`config.mk`:
```
export PLATFORM = sky130hd
export DESIGN_NAME = l1d_port_arbiter
export DESIGN_NICKNAME = d
export VERILOG_FILES = /design/src/rtl/l1d_port_arbiter_pkg.sv /design/src/rtl/l1d_arb_grant.sv /design/src/rtl/l1d_port_arbiter.sv
export SDC_FILE = /design/constraint.sdc
export NUM_CORES = 1
export LEC_CHECK = 0
export ABC_AREA = 1
export CORE_AREA = 2 2 219 221
export CTS_CLUSTER_SIZE = 28
export DETAILED_ROUTE_END_ITERATION = 6
export DIE_AREA = 0 0 221 223
export PLACE_DENSITY_LB_ADDON = 0.2
export SLEW_MARGIN = 40
export SYNTH_ARGS = -nofsm -noshare
export SYNTH_HDL_FRONTEND = slang
export SYNTH_SLANG_ARGS = --single-unit
```
`constraint.sdc`:
```
create_clock -name clk_in -period 1.8 [get_ports clk_in]
set_input_delay 0.36 -clock clk_in [delete_from_list [all_inputs] [get_ports clk_in]]
set_output_delay 0.36 -clock clk_in [all_outputs]
set_load 0.01 [all_outputs]
```
`src/rtl/l1d_port_arbiter_pkg.sv`:
```
// Shared types for the L1D port arbiter: memory op encoding, FSM states and
// requester count, plus a small owner-to-one-hot helper.
package l1d_port_arbiter_pkg;

  typedef enum logic [1:0] {
    MEM_LOAD     = 2'd0,
    MEM_STORE    = 2'd1,
    MEM_AMO      = 2'd2,
    MEM_PREFETCH = 2'd3
  } mem_op_e;

  typedef enum logic [1:0] {
    IDLE      = 2'd0,
    ISSUE     = 2'd1,
    WAIT_RESP = 2'd2,
    RESP      = 2'd3
  } arb_state_e;

  localparam int NUM_REQ = 2;

  function automatic logic [NUM_REQ-1:0] owner_onehot(input logic owner);
    return owner ? 2'b10 : 2'b01;
  endfunction

endpackage

```
`src/rtl/l1d_arb_grant.sv`:
```
// Fixed-priority grant (LSU over IFP) with a saturating starvation counter
// that hands the port to IFP after STARVE_LIMIT consecutive lost arbitrations.
module l1d_arb_grant
  import l1d_port_arbiter_pkg::*;
#(
  parameter int STARVE_LIMIT = 4
) (
  input  logic               clk_i,
  input  logic               rst_n_i,
  input  logic               en_i,
  input  logic [NUM_REQ-1:0] req_valid_i,
  output logic [NUM_REQ-1:0] grant_o
);

  localparam logic [7:0] LIMIT = 8'(STARVE_LIMIT);

  logic [7:0] starve_q;
  logic [7:0] starve_d;
  logic       ifp_wins_s;

  always_comb begin
    grant_o    = 2'b00;
    starve_d   = starve_q;
    ifp_wins_s = req_valid_i[1] && (!req_valid_i[0] || (starve_q == LIMIT));
    if (en_i && ifp_wins_s) begin
      grant_o  = 2'b10;
      starve_d = 8'd0;
    end else if (en_i && req_valid_i[0]) begin
      grant_o = 2'b01;
      // Only a contested LSU win counts as a lost arbitration for IFP.
      if (req_valid_i[1] && (starve_q != LIMIT)) begin
        starve_d = starve_q + 8'd1;
      end else begin
        starve_d = starve_q;
      end
    end else begin
      grant_o  = 2'b00;
      starve_d = starve_q;
    end
  end

  always_ff @(posedge clk_i) begin
    if (!rst_n_i) begin
      starve_q <= 8'd0;
    end else begin
      starve_q <= starve_d;
    end
  end

endmodule

```
`src/rtl/l1d_port_arbiter.sv`:
```
// Shares the single L1D request port between LSU (0) and IFP (1): one
// outstanding transaction, response routed back to its owner with its tag.
module l1d_port_arbiter
  import l1d_port_arbiter_pkg::*;
#(
  parameter int TAG_WIDTH    = 10,
  parameter int STARVE_LIMIT = 4
) (
  input  logic                              clk_in,
  input  logic                              rst_N_in,
  input  logic                              cs_N_in,
  input  logic [NUM_REQ-1:0]                req_valid_in,
  input  mem_op_e [NUM_REQ-1:0]             req_op_in,
  input  logic [NUM_REQ-1:0][63:0]          req_addr_in,
  input  logic [NUM_REQ-1:0][63:0]          req_data_in,
  input  logic [NUM_REQ-1:0][TAG_WIDTH-1:0] req_tag_in,
  output logic [NUM_REQ-1:0]                req_ready_out,
  input  logic                              l1d_ready_in,
  input  logic                              l1d_valid_in,
  input  logic [63:0]                       l1d_data_in,
  output logic                              l1d_valid_out,
  output mem_op_e                           l1d_op_out,
  output logic [63:0]                       l1d_addr_out,
  output logic [63:0]                       l1d_data_out,
  output logic [NUM_REQ-1:0]                resp_valid_out,
  output logic [63:0]                       resp_data_out,
  output logic [TAG_WIDTH-1:0]              resp_tag_out,
  output logic                              err_out
);

  arb_state_e           state_q, state_d;
  mem_op_e              op_q, op_d;
  logic [63:0]          addr_q, addr_d;
  logic [63:0]          data_q, data_d;
  logic [63:0]          rdata_q, rdata_d;
  logic [TAG_WIDTH-1:0] tag_q, tag_d;
  logic [TAG_WIDTH-1:0] rtag_q, rtag_d;
  logic                 owner_q, owner_d;
  logic                 err_q, err_d;
  logic                 grant_en_s;
  logic [NUM_REQ-1:0]   grant_s;

  // Grants are suppressed during reset so no handshake is shown that reset would discard.
  assign grant_en_s = rst_N_in && !cs_N_in && (state_q == IDLE);

  l1d_arb_grant #(
    .STARVE_LIMIT (STARVE_LIMIT)
  ) u_grant (
    .clk_i       (clk_in),
    .rst_n_i     (rst_N_in),
    .en_i        (grant_en_s),
    .req_valid_i (req_valid_in),
    .grant_o     (grant_s)
  );

  assign req_ready_out = grant_s;

  always_comb begin
    state_d = state_q;
    op_d    = op_q;
    addr_d  = addr_q;
    data_d  = data_q;
    tag_d   = tag_q;
    owner_d = owner_q;
    rdata_d = rdata_q;
    rtag_d  = rtag_q;
    if (l1d_valid_in && (state_q != WAIT_RESP)) begin
      err_d = 1'b1;
    end else begin
      err_d = err_q;
    end
    case (state_q)
      IDLE: begin
        if (grant_s != 2'b00) begin
          owner_d = grant_s[1];
          op_d    = req_op_in[grant_s[1]];
          addr_d  = req_addr_in[grant_s[1]];
          data_d  = req_data_in[grant_s[1]];
          tag_d   = req_tag_in[grant_s[1]];
          state_d = ISSUE;
        end else begin
          state_d = IDLE;
        end
      end
      ISSUE: begin
        if (l1d_ready_in) state_d = WAIT_RESP;
        else              state_d = ISSUE;
      end
      WAIT_RESP: begin
        // Response fields are captured separately so they hold across the next accept.
        if (l1d_valid_in) begin
          rdata_d = l1d_data_in;
          rtag_d  = tag_q;
          state_d = RESP;
        end else begin
          state_d = WAIT_RESP;
        end
      end
      RESP:    state_d = IDLE;
      default: state_d = IDLE;
    endcase
  end

  always_ff @(posedge clk_in) begin
    if (!rst_N_in) begin
      state_q <= IDLE;
      op_q    <= MEM_LOAD;
      addr_q  <= 64'd0;
      data_q  <= 64'd0;
      tag_q   <= '0;
      owner_q <= 1'b0;
      rdata_q <= 64'd0;
      rtag_q  <= '0;
      err_q   <= 1'b0;
    end else begin
      state_q <= state_d;
      op_q    <= op_d;
      addr_q  <= addr_d;
      data_q  <= data_d;
      tag_q   <= tag_d;
      owner_q <= owner_d;
      rdata_q <= rdata_d;
      rtag_q  <= rtag_d;
      err_q   <= err_d;
    end
  end

  assign l1d_valid_out  = (state_q == ISSUE);
  assign l1d_op_out     = op_q;
  assign l1d_addr_out   = addr_q;
  assign l1d_data_out   = data_q;
  assign resp_valid_out = (state_q == RESP) ? owner_onehot(owner_q) : 2'b00;
  assign resp_data_out  = rdata_q;
  assign resp_tag_out   = rtag_q;
  assign err_out        = err_q;

endmodule

```
Word-level counts from Yosys, hierarchy flattened
Index checks and enable logic that the tools add are counted.
{"block": "word_totals", "input_bits": 351, "ff_bits": 226, "out_inout_bits": 210, "word_cells": 51}
{"block": "op_classes", "n_eq_ne": 6, "add_sub_neg": 1, "reduce_logical": 16, "bitwise": 1, "mux": 16, "order_cmp": 1}
{"operator": "$mux 64", "count": 4}
{"operator": "$mux 10", "count": 2}
{"operator": "$mux 2", "count": 6}
{"operator": "$add 8x1->8 const B", "count": 1}
{"operator": "$eq 8x3->1 const B", "count": 1}
{"operator": "$ne 8x3->1 const B", "count": 1}
{"operator": "$pmux 2 s4", "count": 1}
{"operator": "$logic_and 1x1->1", "count": 7}
{"operator": "$reduce_and 2->1", "count": 3}
{"operator": "$eq 2x2->1 const B", "count": 2}
{"operator": "$mux 1", "count": 3}
{"operator": "$eq 2x1->1 const B", "count": 1}
{"operator": "$logic_not 1->1", "count": 2}
{"operator": "$logic_not 2->1", "count": 1}
{"operator": "$lt 1x2->1 const B", "count": 1}
{"operator": "$ne 2x2->1 const B", "count": 1}
{"operator": "$reduce_bool 2->1", "count": 1}
{"operator": "$reduce_or 2->1", "count": 1}
{"operator": "$logic_or 1x1->1", "count": 1}
{"operator": "$not 1->1", "count": 1}

Longest topological paths before layout
Gate-level depths: netlist (run 1).
{"block": "logic_depth", "word_depth": 9, "mapped_depth": 9, "depth_no_buf": 8}

Modules after synthesis
Synthesis (run 1) repeated with hierarchy kept, for this count alone.
{"block": "hier_totals", "cells_unflattened": 1797, "hier_area_um2": 11088.1}
{"mod": "l1d_port_arbiter", "area_each_um2": 10492.6, "instances": 1, "seq_area_each_um2": 4364.2, "cells_per_inst": 1705}
{"mod": "l1d_arb_grant", "area_each_um2": 595.6, "instances": 1, "seq_area_each_um2": 160.2, "cells_per_inst": 92}

Worst setup path before layout (run 1)
Ideal clock, no wire load.
{"block": "synth_path", "path_kind": "register to output", "start": "register u_grant.starve_q[0]", "end": "output port req_ready_out[0]", "arrival_ns": 1.467, "stages_incl_launch_ff": 10, "t_required_ns": 1.440, "n_path_buf": 2, "slack_ns": -0.027, "path_cell_list": "dfxtp_1 -> inv_1 -> ha_1 -> nand3_2 -> o21ai_4 -> nand2_2 -> buf_4 -> buf_2 -> inv_1 -> nor2_1"}
{"block": "synth_via", "elab_chain_cells": 5}
{"item": "start: declaration", "line_no": "l1d_arb_grant.sv:17", "text": "logic [7:0] starve_q;"}
{"item": "start signal: assignment", "line_no": "l1d_arb_grant.sv:46", "text": "starve_q <= starve_d;"}
{"item": "$eq 8x3->1", "line_no": "l1d_arb_grant.sv:24", "text": "ifp_wins_s = req_valid_i[1] && (!req_valid_i[0] || (starve_q == LIMIT));"}
{"item": "$logic_or 1x1->1", "line_no": "l1d_arb_grant.sv:24"}
{"item": "$logic_and 1x1->1", "line_no": "l1d_arb_grant.sv:24"}
{"item": "$logic_and 1x1->1", "line_no": "l1d_arb_grant.sv:25", "text": "if (en_i && ifp_wins_s) begin"}
{"item": "$mux 2", "line_no": "l1d_arb_grant.sv:25"}
{"item": "end: declaration", "line_no": "l1d_port_arbiter.sv:17", "text": "output logic [NUM_REQ-1:0] req_ready_out,"}
Every way passes these cells.

Final worst setup path (run 1)
Ends and elaborated chain as after synthesis.

==> metrics.txt, run 1 <==
IO Pins=~560; port bufs=560; chip height=between 200 and 250 um; Max VDD drop=about 0.6 mV; CTS tree=done; Syn-to-layout area delta=80.1%; Clock Path Buffers=3; Worst Tran Pin Value=approximately 480 ps; Layout Cells excl Fill=between 2000 and 2500; pre-CTS setup slack=-503 ps; DR WL/cell=roughly 18 um; Crit path depth=8; die width=about 220 um; total of max-cap violations=0; hold path startpoint=rst_N_in; vias in the first global route=~11000; hold path depth=5; FF-to-FF path depth=8; grt ovf=0; failing checks=negative setup slack; slowest cell delay on critical path=~320 ps; ANT nets after route=0; crit-path most repeated cell=inv_2; Yosys cell types=21; placed insts=2338; critical path type=reg2out; final hold vios=0; die area=0.0493 mm^2; mean post-synth cell area=7.66 um^2; Starting Density=between 10% and 20%; Arr. time, crit path=1620 ps; core area=roughly 0.047 mm^2; drt first-iter violations=484; RR Endpoint=tag_q[8]; Power Total=13.6 mW; leakage power=slightly below 7 nW; synth warn=0; Crit path buffers/inverters=3; Sink Count=226; CP Cell Sequence=inv_2 > ha_4 > nand3_4 > o21ai_4 > nand2_4 > inv_2 > nor2_1 > buf_2; crit start category=flip-flop; synthesized flop and latch total=between 200 and 250; CP top delay family=flip-flops; final worst slack=-177 ps; largest net degree at the start of global routing=101; Hold Crit Endpoint=u_grant.starve_q[0]; Reg2Reg Setup Slack=around 40 ps; Max Clk Rate=between 0.5 and 0.6 GHz; critical path data required time=around 1400 ps; Via Count=about 11000; CTS H-tree depth=1; Hold Slack=between 300 and 400 ps; Crit-path slowest cell=dfxtp_2; relative slew slack=between 60 and 70%; final wirelength=43600 um; PwrDens=slightly above 800 mW/mm^2; fin crit period=slightly below 2000 ps; # DRC=0; final number of setup-violating endpoints=2; GR Util All Layers=16.7%; # nets final=around 2100; reg2reg start=u_grant.starve_q[0]; fin crit share=110%; status=complete, but fails checks; Layout Skew=around 17 ps; Num CTS Buffers=28; Mapped Nets=around 1600; GP Congestion=between 0.7 and 0.8; hpwl dp=29700 um; initial antenna violation count=1; Fillers=approximately 5000; DR vias/cell=approximately 4.6; endpoint class of the critical path=output pin; layout cells sized above 1=under 10%; worst skew pair latency=about 560 ps; row count=80; Post-Syn Area=0.00928 mm^2; Clock transition at path regs=~60 ps; final core utilization=between 30% and 40%; count of pins over their slew limit=0; RSZ-0062 raised after global routing=true; Hold Crit Class=in2reg; CTS root buf=clkbuf_16; first-pass GRT wire length=66000 um; Synth Instances=1212; Seq/Total Area, Yosys=about 49%; Pre-antenna DRT Iters=5; Worst Path Max Fanout=2
-- cell families after synthesis --
family	count (synthesis)	share of synthesized area, %
AOI/OAI and AO/OA	581	31.5
DFF	226	48.8
buffers and inverters	202	8.86
and+or+nand+nor	197	10.3
xor gates and xnor gates	4	0.377
adders and majority gates	2	0.270
-- worst reg2reg max path, cell delays in order (launching register included) --
cell	delay [ps]
dfxtp_2	320
inv_2	70
ha_4	130
nand3_4	80
o21ai_4	170
buf_4	290
bufbuf_16	370
nand3_1	90
a21oi_1	170
-- flip-flops by register name (all words and copies together), names as in the netlist, named ones only --
name and cells:
owner_q 1, l1d_data_out 64, resp_data_out 64, tag_q 10, l1d_addr_out 64, resp_tag_out 10, state_q 1, u_grant.starve_q 8
err_out 1, l1d_op_out 2
-- power by group --
part	leakage, nW	switching (mW)	internal, mW	total (mW)
Sequential	1.85	0.155	5.34	5.50
Combinational	4.58	1.11	1.32	2.44
Clock	0.453	2.32	3.36	5.68
Total	6.88	3.59	10.0	13.6
-- per-stage QoR --
stage                     area [um^2]  setup TNS (ps)
after floorplan                  9280               0
after global placement          15900          -45800
after detailed placement        15900          -49580
after CTS                       16700            -795
after global routing            16700           -1030
final                           16700            -311
-- layout make-up --
type	instances	area [um^2]	area share [%]
multi-input cells	784	4020	24.0
well taps	615	769	4.60
clock buffers	34	743	4.45
flip-flops and latches	226	4530	27.1
clock inverters	16	171	1.03
inverters	87	333	1.99
diodes	1	2.50	0.0150
repair buffers	632	6140	36.8
-- worst max path at each step --
stage | startpoint | endpoint | slack [ps]
after floorplan | u_grant.starve_q[0] | req_ready_out[0] | 0.2
after global routing | u_grant.starve_q[0] | req_ready_out[0] | -260
final | u_grant.starve_q[0] | req_ready_out[0] | -180
after CTS | u_grant.starve_q[0] | req_ready_out[0] | -250
after detailed placement | cs_N_in | req_ready_out[0] | -500
after global placement | cs_N_in | req_ready_out[0] | -500
-- layer usage --
| layer | vias to the layer above | wire (um) | GRT usage (%) |
|---|---|---|---|
| met5 | - | 0 | 0 |
| met2 | 397 | 21000 | 28.6 |
| met4 | 0 | 1200 | 5.28 |
| met1 | 5130 | 18800 | 20.9 |
| met3 | 61 | 2670 | 3.45 |
| li1 | 5316 | - | - |
-- synth_stat cells --
cell type / instances / area [um^2]
ha_1: 2 / 25.0
buf_2: 36 / 180
o21ai_0: 343 / 1720
a31oi_1: 1 / 6.26
inv_1: 86 / 323
clkbuf_1: 74 / 278
nor2_2: 1 / 6.26
xor2_1: 4 / 35.0
a21oi_1: 225 / 1130
nand2_2: 1 / 6.26
buf_4: 5 / 37.5
o21ai_1: 11 / 55.1
nand4_2: 2 / 25.0
inv_2: 1 / 3.75
nand2_1: 34 / 128
nand3_1: 142 / 711
nor2_1: 14 / 52.6
o21ai_4: 1 / 16.3
dfxtp_1: 226 / 4520
nand3_2: 1 / 10.0
nand3b_1: 2 / 15.0
-- placed cells by master, fill, tap and decap left out, types with 2 or more instances in the layout --
cell             netlist  final
buf_2                 36      3
clkbuf_1              74      4
clkbuf_16              0     28
dfxtp_2                0      4
o21ai_0              343    343
nor2_1                14     11
buf_4                  5     54
nand2_2                1      2
dfxtp_1              226    222
clkdlybuf4s50_1        0    349
nand4_4                0      2
bufinv_16              0      3
xor2_1                 4      4
nand3b_1               2      2
buf_6                  0      4
o21ai_1               11     11
nand2_1               34     31
nand3_1              142    141
clkbuf_8               0      2
nor2_2                 1      2
nor2_4                 0      2
buf_16                 0      5
clkinv_2               0     10
dlygate4sd2_1          0    205
clkinvlp_4             0      3
nand3_4                0      2
inv_2                  1      3
a21oi_1              225    225
inv_1                 86     82
nand2_4                0      2
buf_12                 0     11
-- what timing repair did --
action,in CTS,in global routing
gates resized for setup,243,11
pin swaps,4,3
hold buffers,0,0
endpoints found under the setup margin,272,81
gates cloned,3,0
buffers inserted,2,4
Power figures use the tool's default switching activity.
==> inputs of run 2 (changes only) <==
==> constraint.sdc (replaced) <==
create_clock -name clk_in -period 1.71 [get_ports clk_in]
set_input_delay 0.342 -clock clk_in [delete_from_list [all_inputs] [get_ports clk_in]]
set_output_delay 0.342 -clock clk_in [all_outputs]
set_load 0.01 [all_outputs]
==> metrics.txt, run 2 (synthesis results as in run 1) <==
status=complete, but fails checks; failing checks=negative setup slack; final core utilization=36.7% (+1.2 points); Post-DP Area=0.0159 mm^2 (about the same); row count=80 (unchanged); hpwl dp=30000 um (+0.87%); # DRC=0 (unchanged); CTS root buf=clkbuf_16; GP Congestion=0.851 (+8.3%); vias in the first global route=10900 (+0.64%); most common cell after layout, fill and taps aside=clkdlybuf4s50_1; chip height=223 um (unchanged); count of pins over their slew limit=0 (unchanged); ANT nets after route=0 (unchanged); fin crit share=116%; DR WL/cell=19.2 um (+5.3%); fin crit period=1980 ps; ant diodes=0 (-1); Design Area, Final=0.0173 mm^2 (+3.4%); IO Pins=561 (unchanged); total of max-cap violations=0 (unchanged); Max Clk Rate=roughly 0.50 GHz; critical path type=reg2out; Multi-input gate area=0.00416 mm^2 (+3.5%); crit start category=flip-flop; Reg2Reg Setup Slack=10 ps (-30 ps); final worst slack=-271 ps (-94.2 ps); CTS tree=done; initial antenna violation count=1 (unchanged); pre-CTS setup slack=-658 ps (-156 ps); final number of setup-violating endpoints=2 (unchanged); most frequent cells in the layout=clkdlybuf4s50_1, o21ai_0, dfxtp_1, a21oi_1, dlygate4sd2_1; port bufs=560 (unchanged); Hold Crit Class=in2reg; PwrDens=834 mW/mm^2 (+2.4%); critical path data required time=1370 ps (-70 ps); Layout Skew=31.1 ps (+14.1 ps); DR vias/cell=4.57 (+0.31%); final wirelength=46300 um (+6.3%); Clock Path Buffers=3 (unchanged); Hold Slack=341 ps (-30.2 ps); Syn-to-layout area delta=86.2%; Worst Path Max Fanout=2 (unchanged); Via Count=11000 (+1.3%); drt first-iter violations=553 (+14%); Max VDD drop=0.641 mV (+5.7%); RSZ-0062 raised after global routing=true; endpoint class of the critical path=output pin; Pre-antenna DRT Iters=5 (unchanged); Clock transition at path regs=50 ps (about the same); Sum Neg Setup Slack=-517 ps (-206 ps); relative slew slack=48.3% (-19 points); core area=0.0471 mm^2 (unchanged); largest net degree at the start of global routing=94 (-6.9%); # nets final=2134 (+1.0%); grt ovf=0 (unchanged); first-pass GRT wire length=66700 um (+1.0%); Worst Tran Pin Value=776 ps (+291 ps); final hold vios=0 (unchanged); Arr. time, crit path=1640 ps (+20 ps); Num CTS Buffers=29 (+3.6%); register area=0.00453 mm^2 (about the same); layout cells sized above 1=11.1% (+2.8 points); worst skew pair latency=570 ps (about the same); leakage power=7.11 nW (+3.3%); CTS H-tree depth=1 (unchanged); GR Util All Layers=17.0% (+0.31 points); die area=0.0493 mm^2 (unchanged); die width=221 um (unchanged); Sink Count=226 (unchanged); Starting Density=19.7% (unchanged); Fillers=4882 (-2.4%)
[run 2: cell types whose count changed in the layout (fill, tap and decap cells not counted), moves of 6 or more]
cell,delta
a21oi_1,-20
a21oi_2,+20
clkbuf_16,+9
nand3_1,-6
nand3_2,+6
o21ai_0,-14
o21ai_1,+11
[run 2: final cells by class]
cell class	instances	share of cell area, %
Clock inverter	12	0.391
Clock buffer	41	4.75
Inverter	87	1.92
Sequential cell	226	26.2
Tap cell	615	4.45
Multi-Input combinational cell	784	24.1
Timing Repair Buffer	653	38.2
[run 2: per-stage QoR]
step	cells	total power, mW
finish	2418	14.4
global route	2418	15.1
CTS	2412	14.5
detailed placement	2342	8.66
global placement	2342	8.64
floorplan	1212	6.76
[run 2: repair_timing]
action                                 CTS  global route
hold buffers                             0             0
setup endpoints to repair              347           151
pin swaps                                6            29
endpoints found under the hold margin    0             0
cloned                                   7             9
buffers inserted                        10             0
gates resized for setup                271            60
[run 2: final timing paths]
kind                  startpoint                  end  depth (start not counted)
max          u_grant.starve_q[0]     req_ready_out[0]                          8
max reg2reg  u_grant.starve_q[0]      l1d_data_out[8]                         10
min                     rst_N_in  u_grant.starve_q[0]                          5
min reg2reg    resp_data_out[16]    resp_data_out[16]                          2
[run 2: power breakdown]
group          leakage, nW  total (mW)  switching [mW]  internal (mW)
logic                 4.81        2.79            1.28           1.52
registers             1.85        5.80           0.172           5.62
clock network        0.449        5.83            2.51           3.33
total                 7.11        14.4            3.95           10.5
[run 2: metal layers]
metal	track usage [%]	vias up	share of wire [%]
li1	-	5363	-
met1	20.8	5219	42
met2	29.7	408	49
met3	4.66	51	7.0
met4	3.79	2	2.0
met5	0	-	0.028
[run 2: critical path, cell delays in order (launching register included)]
cell	delay, ps
dfxtp_2	320
inv_2	70
ha_4	140
nand3_4	100
o21ai_4	160
nand2_4	80
inv_4	60
nor2_4	40
buf_6	110
